--- src/rtl/avalon_cmd_master_pkg.sv ---
// Shared types and widths for the Avalon command master toward the UART register slave.
package avalon_master_pkg;

    localparam int ADDR_WIDTH = 14;
    localparam int DATA_WIDTH = 32;
    localparam int BE_WIDTH   = DATA_WIDTH / 8;

    typedef enum logic [2:0] {
        IDLE,
        WR_REQ,
        RD_REQ,
        RD_WAIT,
        RSP
    } state_t;

    typedef struct packed {
        logic                  write;
        logic [ADDR_WIDTH-1:0] address;
        logic [BE_WIDTH-1:0]   byteenable;
        logic [DATA_WIDTH-1:0] writedata;
    } cmd_t;

endpackage

--- src/rtl/avalon_cmd_master_if.sv ---
// Command stream, response stream and Avalon-MM bus of the command master.
interface avalon_cmd_master_if;
    import avalon_master_pkg::*;

    logic                  cmd_valid_i;
    logic                  cmd_ready_o;
    logic                  cmd_write_i;
    logic [ADDR_WIDTH-1:0] cmd_address_i;
    logic [BE_WIDTH-1:0]   cmd_byteenable_i;
    logic [DATA_WIDTH-1:0] cmd_writedata_i;

    logic                  rsp_valid_o;
    logic                  rsp_ready_i;
    logic [DATA_WIDTH-1:0] rsp_readdata_o;
    logic                  rsp_timeout_o;
    logic                  spurious_o;

    logic [ADDR_WIDTH-1:0] address_o;
    logic [BE_WIDTH-1:0]   byteenable_o;
    logic                  write_o;
    logic [DATA_WIDTH-1:0] writedata_o;
    logic                  read_o;
    logic                  readdatavalid_i;
    logic [DATA_WIDTH-1:0] readdata_i;
    logic                  waitrequest_i;

    // The master modport is the command master itself.
    modport master (
        input  cmd_valid_i, cmd_write_i, cmd_address_i, cmd_byteenable_i, cmd_writedata_i,
        input  rsp_ready_i, readdatavalid_i, readdata_i, waitrequest_i,
        output cmd_ready_o, rsp_valid_o, rsp_readdata_o, rsp_timeout_o, spurious_o,
        output address_o, byteenable_o, write_o, writedata_o, read_o
    );

    // The slave modport is everything around it: command source, response sink, UART slave.
    modport slave (
        output cmd_valid_i, cmd_write_i, cmd_address_i, cmd_byteenable_i, cmd_writedata_i,
        output rsp_ready_i, readdatavalid_i, readdata_i, waitrequest_i,
        input  cmd_ready_o, rsp_valid_o, rsp_readdata_o, rsp_timeout_o, spurious_o,
        input  address_o, byteenable_o, write_o, writedata_o, read_o
    );

endinterface

--- src/rtl/avalon_cmd_master_timeout_cnt.sv ---
// Read-wait cycle counter; expired is high while the count sits on its last value.
module avalon_timeout_cnt #(
    parameter  int TIMEOUT_CYCLES = 256,
    localparam int CW             = $clog2(TIMEOUT_CYCLES)
) (
    input  logic clk_i,
    input  logic rst_i,
    input  logic clear,
    input  logic enable,
    output logic expired
);

    localparam logic [CW-1:0] LAST = CW'(TIMEOUT_CYCLES - 1);

    logic [CW-1:0] cnt;

    always_ff @(posedge clk_i or posedge rst_i) begin
        if (rst_i) begin
            cnt <= '0;
        end else if (clear) begin
            cnt <= '0;
        end else if (enable) begin
            cnt <= cnt + 1'b1;
        end
    end

    assign expired = (cnt == LAST);

endmodule

--- src/rtl/avalon_cmd_master.sv ---
// Turns a valid/ready command stream into single-beat Avalon reads/writes, one outstanding.
//
//   state   | meaning
//   IDLE    | ready for a command
//   WR_REQ  | write_o asserted until waitrequest_i low
//   RD_REQ  | read_o asserted until waitrequest_i low
//   RD_WAIT | waiting for readdatavalid_i or timeout
//   RSP     | read response held until rsp_ready_i
module avalon_cmd_master
    import avalon_master_pkg::*;
#(
    parameter int TIMEOUT_CYCLES = 256
) (
    input  logic                clk_i,
    input  logic                rst_i,
    avalon_cmd_master_if.master bus
);

    state_t                state;
    state_t                state_nxt;
    cmd_t                  cmd_in;
    cmd_t                  cmd_r;
    logic                  cmd_ready_r;
    logic [DATA_WIDTH-1:0] rsp_data_r;
    logic                  rsp_timeout_r;
    logic                  spurious_r;
    logic                  rd_accept;
    logic                  rd_capture;
    logic                  rd_expire;
    logic                  cnt_expired;

    assign cmd_in = {bus.cmd_write_i, bus.cmd_address_i, bus.cmd_byteenable_i, bus.cmd_writedata_i};

    assign rd_accept  = (state == RD_REQ) && !bus.waitrequest_i;
    assign rd_capture = bus.readdatavalid_i && (rd_accept || (state == RD_WAIT));
    assign rd_expire  = (state == RD_WAIT) && cnt_expired && !bus.readdatavalid_i;

    avalon_timeout_cnt #(
        .TIMEOUT_CYCLES(TIMEOUT_CYCLES)
    ) u_timeout_cnt (
        .clk_i  (clk_i),
        .rst_i  (rst_i),
        .clear  (rd_accept),
        .enable (state == RD_WAIT),
        .expired(cnt_expired)
    );

    always_ff @(posedge clk_i or posedge rst_i) begin
        if (rst_i) begin
            state <= IDLE;
        end else begin
            state <= state_nxt;
        end
    end

    always_comb begin
        state_nxt = state;
        case (state)
            IDLE: begin
                if (cmd_ready_r && bus.cmd_valid_i) begin
                    state_nxt = bus.cmd_write_i ? WR_REQ : RD_REQ;
                end
            end
            WR_REQ: begin
                if (!bus.waitrequest_i) begin
                    state_nxt = IDLE;
                end
            end
            RD_REQ: begin
                if (rd_accept) begin
                    state_nxt = bus.readdatavalid_i ? RSP : RD_WAIT;
                end
            end
            RD_WAIT: begin
                if (rd_capture || rd_expire) begin
                    state_nxt = RSP;
                end
            end
            RSP: begin
                if (bus.rsp_ready_i) begin
                    state_nxt = IDLE;
                end
            end
            default: state_nxt = IDLE;
        endcase
    end

    // cmd_ready is a flop rather than a state decode so it stays low while reset is held.
    always_ff @(posedge clk_i or posedge rst_i) begin
        if (rst_i) begin
            cmd_ready_r   <= 1'b0;
            cmd_r         <= '0;
            rsp_data_r    <= '0;
            rsp_timeout_r <= 1'b0;
            spurious_r    <= 1'b0;
        end else begin
            cmd_ready_r <= (state_nxt == IDLE);
            spurious_r  <= bus.readdatavalid_i &&
                           ((state == IDLE) || (state == WR_REQ) || (state == RSP));
            if ((state == IDLE) && cmd_ready_r && bus.cmd_valid_i) begin
                cmd_r <= cmd_in;
            end
            if (rd_capture) begin
                rsp_data_r    <= bus.readdata_i;
                rsp_timeout_r <= 1'b0;
            end else if (rd_expire) begin
                rsp_data_r    <= '0;
                rsp_timeout_r <= 1'b1;
            end
        end
    end

    assign bus.cmd_ready_o    = cmd_ready_r;
    assign bus.rsp_valid_o    = (state == RSP);
    assign bus.rsp_readdata_o = rsp_data_r;
    assign bus.rsp_timeout_o  = rsp_timeout_r;
    assign bus.spurious_o     = spurious_r;
    assign bus.write_o        = (state == WR_REQ) && cmd_r.write;
    assign bus.read_o         = (state == RD_REQ) && !cmd_r.write;
    assign bus.address_o      = cmd_r.address;
    assign bus.byteenable_o   = cmd_r.byteenable;
    assign bus.writedata_o    = cmd_r.writedata;

endmodule

--- src/flat_wrapper.sv ---
// flat-port wrapper written by rule: the top's interface ports become plain ports
module avalon_cmd_master_flat import avalon_master_pkg::*;
#(
    parameter int TIMEOUT_CYCLES = 256
)
  (clk_i, rst_i, bus_cmd_valid_i, bus_cmd_write_i, bus_cmd_address_i, bus_cmd_byteenable_i, bus_cmd_writedata_i, bus_rsp_ready_i, bus_readdatavalid_i, bus_readdata_i, bus_waitrequest_i, bus_cmd_ready_o, bus_rsp_valid_o, bus_rsp_readdata_o, bus_rsp_timeout_o, bus_spurious_o, bus_address_o, bus_byteenable_o, bus_write_o, bus_writedata_o, bus_read_o);
  avalon_cmd_master_if bus_i ();
  input  logic clk_i;
  input  logic rst_i;
  input wire logic [$bits(bus_i.cmd_valid_i)-1:0] bus_cmd_valid_i;
  input wire logic [$bits(bus_i.cmd_write_i)-1:0] bus_cmd_write_i;
  input wire logic [$bits(bus_i.cmd_address_i)-1:0] bus_cmd_address_i;
  input wire logic [$bits(bus_i.cmd_byteenable_i)-1:0] bus_cmd_byteenable_i;
  input wire logic [$bits(bus_i.cmd_writedata_i)-1:0] bus_cmd_writedata_i;
  input wire logic [$bits(bus_i.rsp_ready_i)-1:0] bus_rsp_ready_i;
  input wire logic [$bits(bus_i.readdatavalid_i)-1:0] bus_readdatavalid_i;
  input wire logic [$bits(bus_i.readdata_i)-1:0] bus_readdata_i;
  input wire logic [$bits(bus_i.waitrequest_i)-1:0] bus_waitrequest_i;
  output wire logic [$bits(bus_i.cmd_ready_o)-1:0] bus_cmd_ready_o;
  output wire logic [$bits(bus_i.rsp_valid_o)-1:0] bus_rsp_valid_o;
  output wire logic [$bits(bus_i.rsp_readdata_o)-1:0] bus_rsp_readdata_o;
  output wire logic [$bits(bus_i.rsp_timeout_o)-1:0] bus_rsp_timeout_o;
  output wire logic [$bits(bus_i.spurious_o)-1:0] bus_spurious_o;
  output wire logic [$bits(bus_i.address_o)-1:0] bus_address_o;
  output wire logic [$bits(bus_i.byteenable_o)-1:0] bus_byteenable_o;
  output wire logic [$bits(bus_i.write_o)-1:0] bus_write_o;
  output wire logic [$bits(bus_i.writedata_o)-1:0] bus_writedata_o;
  output wire logic [$bits(bus_i.read_o)-1:0] bus_read_o;
  assign bus_i.cmd_valid_i = bus_cmd_valid_i;
  assign bus_i.cmd_write_i = bus_cmd_write_i;
  assign bus_i.cmd_address_i = bus_cmd_address_i;
  assign bus_i.cmd_byteenable_i = bus_cmd_byteenable_i;
  assign bus_i.cmd_writedata_i = bus_cmd_writedata_i;
  assign bus_i.rsp_ready_i = bus_rsp_ready_i;
  assign bus_i.readdatavalid_i = bus_readdatavalid_i;
  assign bus_i.readdata_i = bus_readdata_i;
  assign bus_i.waitrequest_i = bus_waitrequest_i;
  assign bus_cmd_ready_o = bus_i.cmd_ready_o;
  assign bus_rsp_valid_o = bus_i.rsp_valid_o;
  assign bus_rsp_readdata_o = bus_i.rsp_readdata_o;
  assign bus_rsp_timeout_o = bus_i.rsp_timeout_o;
  assign bus_spurious_o = bus_i.spurious_o;
  assign bus_address_o = bus_i.address_o;
  assign bus_byteenable_o = bus_i.byteenable_o;
  assign bus_write_o = bus_i.write_o;
  assign bus_writedata_o = bus_i.writedata_o;
  assign bus_read_o = bus_i.read_o;
  avalon_cmd_master #(.TIMEOUT_CYCLES(TIMEOUT_CYCLES)) u_core (.clk_i(clk_i), .rst_i(rst_i), .bus(bus_i));
endmodule
--- config.mk ---
export PLATFORM = sky130hd
export DESIGN_NAME = avalon_cmd_master_flat
export DESIGN_NICKNAME = d
export VERILOG_FILES = /design/src/rtl/avalon_cmd_master_pkg.sv /design/src/rtl/avalon_cmd_master_if.sv /design/src/rtl/avalon_cmd_master_timeout_cnt.sv /design/src/rtl/avalon_cmd_master.sv /design/src/flat_wrapper.sv
export SDC_FILE = /design/constraint.sdc
export NUM_CORES = 1
export LEC_CHECK = 0
export ABC_AREA = 1
export CAP_MARGIN = 25
export CORE_ASPECT_RATIO = 2
export CORE_UTILIZATION = 48
export DETAILED_ROUTE_END_ITERATION = 12
export GPL_TIMING_DRIVEN = 0
export PLACE_DENSITY = 0.9
export REMOVE_ABC_BUFFERS = 1
export SETUP_SLACK_MARGIN = 0.05
export SLEW_MARGIN = 20
export SYNTH_ARGS = -nofsm -noshare
export SYNTH_HDL_FRONTEND = slang
export SYNTH_SLANG_ARGS = --single-unit
--- constraint.sdc ---
create_clock -name clk_i -period 9.7 [get_ports clk_i]
set_clock_uncertainty 0.15 [all_clocks]
set_input_delay 2.91 -clock clk_i [delete_from_list [all_inputs] [get_ports clk_i]]
set_output_delay 2.91 -clock clk_i [all_outputs]
set_load 0.01 [all_outputs]
Word level (Yosys, flattened, before mapping) --
Index checks and enable logic that the tools add are counted.
Word-level totals: register bits 97, output and inout bits 88, logic and storage cells 51
Cells by class: add/subtract/negate cells 1, equality and inequality tests 5, mux-type cells 14, reduce and logical (&&, ||, !) cells 21
Operators by type and width (count):
- $mux 32 | 2
- $mux 3 | 6
- $mux 8 | 2
- $pmux 3 s5 | 1
- $logic_and 1x1->1 | 10
- $add 8x1->8 const B | 1
- $eq 8x8->1 const B | 1
- $eq 3x2->1 const B | 2
- $logic_not 3->1 | 2
- $logic_or 1x1->1 | 4
- $reduce_bool 2->1 | 2
- $eq 3x1->1 const B | 1
- $eq 3x3->1 const B | 1
- $logic_not 1->1 | 3
- $mux 1 | 2
- $mux 2 | 1

Depth between registers and ports, before layout --
Gate-level depths: netlist of run 1.
depth after elaboration 8, mapped depth 9

Modules after synthesis --
From an unflattened synthesis of run 1, not the netlist that was laid out.
Unflattened totals: cell total of the unflattened synthesis 515, area total of the unflattened synthesis 4359.2 um^2
By module, submodules not included:
- avalon_cmd_master | times used 1, cells each 463, area each 3928.8 um^2, seq. area each 2227.1 um^2
- avalon_timeout_cnt | times used 1, cells each 52, area each 430.4 um^2, seq. area each 200.2 um^2

Worst setup path before layout of run 1 --
OpenSTA, ideal clock, no wires.
kind flip-flop to output port, start reg u_core.state[0], end out bus_write_o, arrival 0.992 ns, required time 6.640 ns, slack 5.648 ns, cell stages (with the launch flop) 3, path buffers 0, path through dfrtp_1 > inv_2 > nor4_1
On the way: longest elaborated chain between the ends 2
RTL lines:
- start: declaration | RTL line avalon_cmd_master.sv:19 | state_t state;
- start signal: assignment | RTL line avalon_cmd_master.sv:52 | state <= state_nxt;
- $eq 3x1->1 | RTL line avalon_cmd_master.sv:118 | assign bus.write_o = (state == WR_REQ) && cmd_r.write;
- $logic_and 1x1->1 | RTL line avalon_cmd_master.sv:118
- end: declaration | RTL line flat_wrapper.sv:26 | output wire logic [$bits(bus_i.write_o)-1:0] bus_write_o;
Every way passes these cells.

Worst setup path in the final report of run 1 --
Ends and elaborated chain as after synthesis.

==> metrics.md, run 1 <==
| Metric | Value |
|---|---|
| Largest family of logic cells by synthesized area | `simple AND/OR/NAND/NOR gates` |
| Post-synthesis simple-gate area fraction | `32.90%` |
| Crit. End Element | `primary output` |
| First-pass GRT wire length | `17,480 um` |
| XOR/XNOR Fraction of Synth Area | `0%` |
| Root Buffer | `clkbuf_16` |
| Post-synth ARST share | `100.0%` |
| Synth Area in Compound Gates | `1.811%` |
| Core area | `9447 um2` |
| I/O pin total | `177` |
| Crit Path Max Fanout | `6` |
| Layout area overhead | `37.64%` |
| IO Port Bufs | `176` |
| Filler cell count | `694` |
| LEAKAGE | `0.003134 uW` |
| DRT Pass-1 Iters | `6` |
| RSZ-0062 raised after global routing | `no` |
| Mean number of vias per cell | `4.841` |
| Logic pwr share | `44.0%` |
| Antenna diodes | `0` |
| Sequential-to-total area share from yosys stat | `51.68%` |
| EDFF count, synth | `0` |
| Int Pwr | `1219 uW` |
| Multiplexer share of the synthesized area | `0%` |
| Crit Path Class | `flop to primary output` |
| H-Tree Depth | `3` |
| Leading post-synthesis cells by cell area | `dfrtp_1 52%, nand2_1 15%, buf_4 8.2%` |
| DIE AREA | `10,210 um2` |
| Ys flop type | `dfrtp_1` |
| Yosys warnings | `0` |
| CP top delay family | `buffers and inverters` |
| GRT Total Usage | `22.05%` |
| Worst hold path type | `flop to flop` |
| Initial antenna violation count | `0` |
| Largest net degree at the start of global routing | `79` |
| CP Data Required Time | `6640 ps` |
| CTS tree | `done` |
| Synthesized area per cell | `9.283 um2` |
| Fmax | `0.1990 GHz` |
| CP Cell Sequence | `inv_2 > nor4_1 > clkdlybuf4s50_1` |
| Cell area after synthesis | `4697 um2` |
| WL/cell | `14.47 um` |
| CP startpoint kind | `flop` |
| Nets | `717` |
| Hold_ws | `317.7 ps` |
| Longest Clk Path Bufs | `2` |
| Clk sink count | `97` |
| Register bit count reported by yosys | `97` |
| Register area | `2427 um2` |
| Number of global-route vias before repair | `3,780` |
| CP Data Arrival Time | `1960 ps` |
| Num rows | `50` |
| Fin area | `6465 um2` |
| Share of total power in the clock network | `19.1%` |
| Starting Density | `49.72%` |
| Slew HR | `45.30%` |
| Setup TNS | `0 ps` |
| Setup-failing EPs final | `0` |
| Die width | `71.95 um` |
| CTS Buf Count | `9` |
| Post-cts sizing count | `0` |
| Sw Share | `34.79%` |
| Mapped Cells | `506` |
| Cts hold-fix bufs | `0` |
| Post-CTS Setup Inserts | `0` |
| Area occupied by multi-input gates | `1643 um2` |
| Netlist cell types | `28` |
| Sequential share of power | `36.9%` |
| Worst-path clk slew | `60 ps` |
| Commonest cells after routing, fill and taps aside | `188 x nand2_1, 176 x clkdlybuf4s50_1, 97 x dfrtp_1` |
| Die Y | `141.9 um` |
| Layout cells sized above 1 | `18.99%` |
| Crit path buffers/inverters | `2` |
| Max Cap Violations | `0` |
| Commonest non-fill, non-tap cell in the layout | `nand2_1` |
| Psw | `650.4 uW` |
| Clk_lat worst skew | `330 ps` |
| Global route overflow | `0` |
| Outcome | `finished, final reports clean` |
| HPWL Detailed | `8391 um` |
| Final ANT Viol Nets | `0` |
| PwrDens | `289.2 nW/um2` |
| Synth area leader | `dfrtp_1` |
| DRT iter0 DRCs | `217` |
| Vias post-DR | `3,689` |
| Tightest Pin Transition | `816.6 ps` |
| Post-layout min period | `5024 ps` |
| Gp weighted congestion | `0.7955` |
| Fin. max-slew vios | `0` |
| Area share of the largest cell type after synthesis | `51.68%` |
| CP max stage delay | `610 ps` |
| Slowest CP cell | `clkdlybuf4s50_1` |
| Placed Area | `6160 um2` |
| Post-Route WL | `11,020 um` |
| Drt drc | `0` |
| Part of the cycle the worst path needs | `51.79%` |
| Max IR drop VDD | `174.9 uV` |
| Post-synthesis adder-cell area fraction | `0.2664%` |
| Endpoints failing hold | `0` |
flip-flops by register name, indices dropped and copies added, names as in the netlist:
register and count:
u_core.state 3, u_core.bus.byteenable_o 4, u_core.bus.spurious_o 1, u_core.bus.cmd_ready_o 1
u_core.bus.rsp_readdata_o 32, u_core.bus.writedata_o 32, u_core.u_timeout_cnt.cnt 8, u_core.bus.rsp_timeout_o 1
u_core.cmd_r 1, u_core.bus.address_o 14
area by class of cell:
type / count / share of cell area, %
Inverter: 20 / 1.277
Sequential cell: 97 / 37.55
Multi-Input combinational cell: 320 / 25.41
Timing Repair Buffer: 179 / 28.53
Tap cell: 130 / 2.516
Clock inverter: 6 / 1.026
Clock buffer: 10 / 3.697
final timing paths:
check	startpoint	to	slack, ps	depth (start not counted)
worst max-delay path	u_core.state[0]	bus_write_o	4680	3
worst min-delay path	u_core.bus.byteenable_o[1]	u_core.bus.byteenable_o[1]	320	2
worst max register to register	u_core.state[1]	u_core.bus.writedata_o[14]	7270	7
worst min register to register	u_core.bus.byteenable_o[1]	u_core.bus.byteenable_o[1]	320	2
max in group asynchronous	rst_i	u_core.state[2]	5990	3
min in group asynchronous	rst_i	u_core.bus.address_o[3]	2770	2
worst reg2reg max path: stages (launching register included):
cell and delay (ps):
dfrtp_1 460, nor2_1 240, nand2_2 130, nor2_4 510, buf_16 250, inv_2 330
nand2_1 190, nand2_1 70
cells by family after synthesis:
family	count (synthesis)
AND/OR/NAND/NOR	306
buffers and inverters	89
flip-flops	97
AO/OA/AOI/OAI	13
adder cells (fa/ha/maj)	1
per-stage QoR:
stage / power [uW] / setup slack (ps) / cells / util (%)
after CTS: 1891 / 4675 / 762 / 68.44
after floorplan: 1052 / 4106 / 437 / -
after detailed placement: 1527 / 4556 / 746 / 65.21
after global routing: 1983 / 4585 / 762 / 68.44
final: 1870 / 4676 / 762 / 68.44
after global placement: 1473 / 2790 / 743 / 64.28
cells in the mapped netlist, types with 2 or more instances:
| master | instances |
|---|---|
| nor2_1 | 14 |
| buf_12 | 3 |
| a21oi_1 | 5 |
| nor2_4 | 3 |
| nand2_1 | 188 |
| o21ai_0 | 2 |
| buf_6 | 5 |
| nand2_2 | 52 |
| dfrtp_1 | 97 |
| o21ai_1 | 3 |
| inv_2 | 7 |
| buf_2 | 10 |
| nand3_2 | 32 |
| inv_1 | 12 |
| nand3_1 | 10 |
| buf_4 | 51 |
metal layers:
layer  GRT usage, %  vias up  routed length [um]
met1          21.70     1760                3753
met2          41.56      135                6263
li1               -     1753                   -
met4          12.90        0                 558
met5              0        -                   0
met3          3.906       41                 448
power by group through the flow:
stage               Clock [uW]  Sequential, uW  Combinational (uW)
global placement             0             683                 790
detailed placement           0             695                 832
floorplan                    0             762                 290
CTS                        367             689                 835
global route               384             707                 892
finish                     358             690                 822
Note: power is estimated with default switching activity, not from simulation.
==> inputs of run 2 (changes only) <==
--- a/config.mk
+++ b/config.mk
@@ -8,10 +8,10 @@
 export ABC_AREA = 1
 export CAP_MARGIN = 25
 export CORE_ASPECT_RATIO = 2
-export CORE_UTILIZATION = 48
+export CORE_UTILIZATION = 40
 export DETAILED_ROUTE_END_ITERATION = 12
 export GPL_TIMING_DRIVEN = 0
-export PLACE_DENSITY = 0.9
+export PLACE_DENSITY = 0.81
 export REMOVE_ABC_BUFFERS = 1
 export SETUP_SLACK_MARGIN = 0.05
 export SLEW_MARGIN = 20
==> constraint.sdc (replaced) <==
create_clock -name clk_i -period 4 [get_ports clk_i]
set_clock_uncertainty 0.15 [all_clocks]
set_input_delay 1.2 -clock clk_i [delete_from_list [all_inputs] [get_ports clk_i]]
set_output_delay 1.2 -clock clk_i [all_outputs]
set_load 0.01 [all_outputs]
==> run 2 against run 1 <==
Net effect: total power increased by 140%; first-iteration DRC count decreased by 44%; worst setup slack got worse by 3900 ps; largest power group unchanged; count of clock-buffer cells in the layout increased by 1; via count decreased by 1.8%; combinational power increased by 140%; flip-flop and latch count unchanged.
==> metrics.md, run 2 (same netlist as run 1, synthesis figures left out) <==
| Metric | Value |
|---|---|
| Outcome | `finished, final reports clean` |
| CP Data Required Time | `2650 ps` |
| Root Buffer | `clkbuf_16` |
| Sequential share of power | `36.8%` |
| Post-cts sizing count | `0` |
| Die width | `78.63 um` |
| DRT iter0 DRCs | `121` |
| HPWL Detailed | `8554 um` |
| Mean number of vias per cell | `4.682` |
| Logic pwr share | `43.9%` |
| CTS Buf Count | `9` |
| Starting Density | `41.37%` |
| Max Cap Violations | `0` |
| I/O pin total | `177` |
| Post-Route WL | `11,240 um` |
| Worst hold path type | `flop to flop` |
| CTS tree | `done` |
| DIE AREA | `12,210 um2` |
| DRT Pass-1 Iters | `5` |
| Part of the cycle the worst path needs | `79.96%` |
| Num rows | `55` |
| Crit Path Class | `flop to primary output` |
| Max IR drop VDD | `324.5 uV` |
| RSZ-0062 raised after global routing | `no` |
| Commonest cells after routing, fill and taps aside | `188 x nand2_1, 176 x clkdlybuf4s50_1, 97 x dfrtp_1` |
| Drt drc | `0` |
| Cts hold-fix bufs | `0` |
| Slew HR | `45.38%` |
| Setup TNS | `0 ps` |
| Psw | `1571 uW` |
| Layout area overhead | `38.39%` |
| Final ANT Viol Nets | `0` |
| Die Y | `155.3 um` |
| H-Tree Depth | `3` |
| Layout cells sized above 1 | `18.99%` |
| Initial antenna violation count | `0` |
| Slowest CP cell | `clkdlybuf4s50_1` |
| Crit Path Max Fanout | `6` |
| WL/cell | `14.52 um` |
| CP startpoint kind | `flop` |
| Fmax | `0.3127 GHz` |
| Fin. max-slew vios | `0` |
| Post-CTS Setup Inserts | `0` |
| CP Data Arrival Time | `1850 ps` |
| GRT Total Usage | `19.34%` |
| Filler cell count | `1,010` |
| Sw Share | `34.57%` |
| Crit. End Element | `primary output` |
| Antenna diodes | `0` |
| First-pass GRT wire length | `18,270 um` |
| Clk_lat worst skew | `340 ps` |
| Number of global-route vias before repair | `3,905` |
| Nets | `718` |
| Worst-path clk slew | `60 ps` |
| Share of total power in the clock network | `19.3%` |
| Clk sink count | `97` |
| CP Cell Sequence | `inv_2 > nor4_1 > clkdlybuf4s50_1` |
| Commonest non-fill, non-tap cell in the layout | `nand2_1` |
| LEAKAGE | `0.003131 uW` |
| Largest net degree at the start of global routing | `56` |
| Gp weighted congestion | `0.8242` |
| Vias post-DR | `3,624` |
| Setup-failing EPs final | `0` |
| Core area | `11,350 um2` |
| Int Pwr | `2973 uW` |
| IO Port Bufs | `176` |
| Longest Clk Path Bufs | `2` |
| Global route overflow | `0` |
| CP max stage delay | `610 ps` |
| Total power | `4544 uW` |
| PwrDens | `699.1 nW/um2` |
| Tightest Pin Transition | `818.1 ps` |
| Post-layout min period | `3198 ps` |
| Endpoints failing hold | `0` |
| Hold_ws | `317.5 ps` |
## run 2: changes by cell type in the layout (fill, tap and decap cells not counted), sizes merged
cell      delta
buf          +1
clkinvlp     +3
inv          -1
clkinv       -4
clkbuf       +1
## run 2: path summary, 6_finish.rpt
| check | end | cells after the start | slack [ps] | from |
|---|---|---|---|---|
| worst max register to register | u_core.bus.writedata_o[26] | 7 | 1650 | u_core.state[1] |
| min in group asynchronous | u_core.bus.writedata_o[27] | 2 | 1140 | rst_i |
| worst max-delay path | bus_write_o | 3 | 800 | u_core.state[0] |
| max in group asynchronous | u_core.u_timeout_cnt.cnt[6] | 3 | 1960 | rst_i |
| worst min register to register | u_core.bus.writedata_o[22] | 2 | 320 | u_core.bus.writedata_o[22] |
| worst min-delay path | u_core.bus.writedata_o[22] | 2 | 320 | u_core.bus.writedata_o[22] |
## run 2: power groups by stage
stage          Sequential (uW)  Combinational, uW  Clock [uW]
2_1_floorplan             1850                703           0
3_3_place_gp              1660               1930           0
3_5_place_dp              1690               2030           0
4_1_cts                   1670               2030         905
5_1_grt                   1720               2180         937
6_report                  1670               2000         876
## run 2: metal layers
| metal | vias up | wire (um) | track usage (%) |
|---|---|---|---|
| met5 | - | 0 | 0 |
| met4 | 0 | 698 | 13.93 |
| met3 | 47 | 395 | 3.284 |
| met2 | 121 | 6243 | 35.36 |
| met1 | 1699 | 3902 | 19.05 |
| li1 | 1757 | - | - |
## run 2: cell type report
class                      instances  area (um2)  area share, %
clock buffer                      11       252.7          3.888
clock inverter                     4       52.55         0.8085
inverter                          20       82.58          1.270
multi-input combinational        320        1643          25.27
sequential                        97        2427          37.34
tap                              142       177.7          2.733
timing repair buffer             180        1864          28.68
## run 2: worst max-delay path: cells and delay by family, from the launching register on
family	cells	cell delay [ps]
DFF	1	520
and+or+nand+nor	1	280
buffers and inverters	2	720
## run 2: through the flow
step	cells	cell area, um2	util, %	setup slack, ps
detailed placement	759	6195	54.56	645.6
global placement	755	6087	53.61	-1301
CTS	774	6500	57.25	782.4
floorplan	437	4148	-	116.3
global route	774	6500	57.25	626.6
finish	774	6500	57.25	801.6
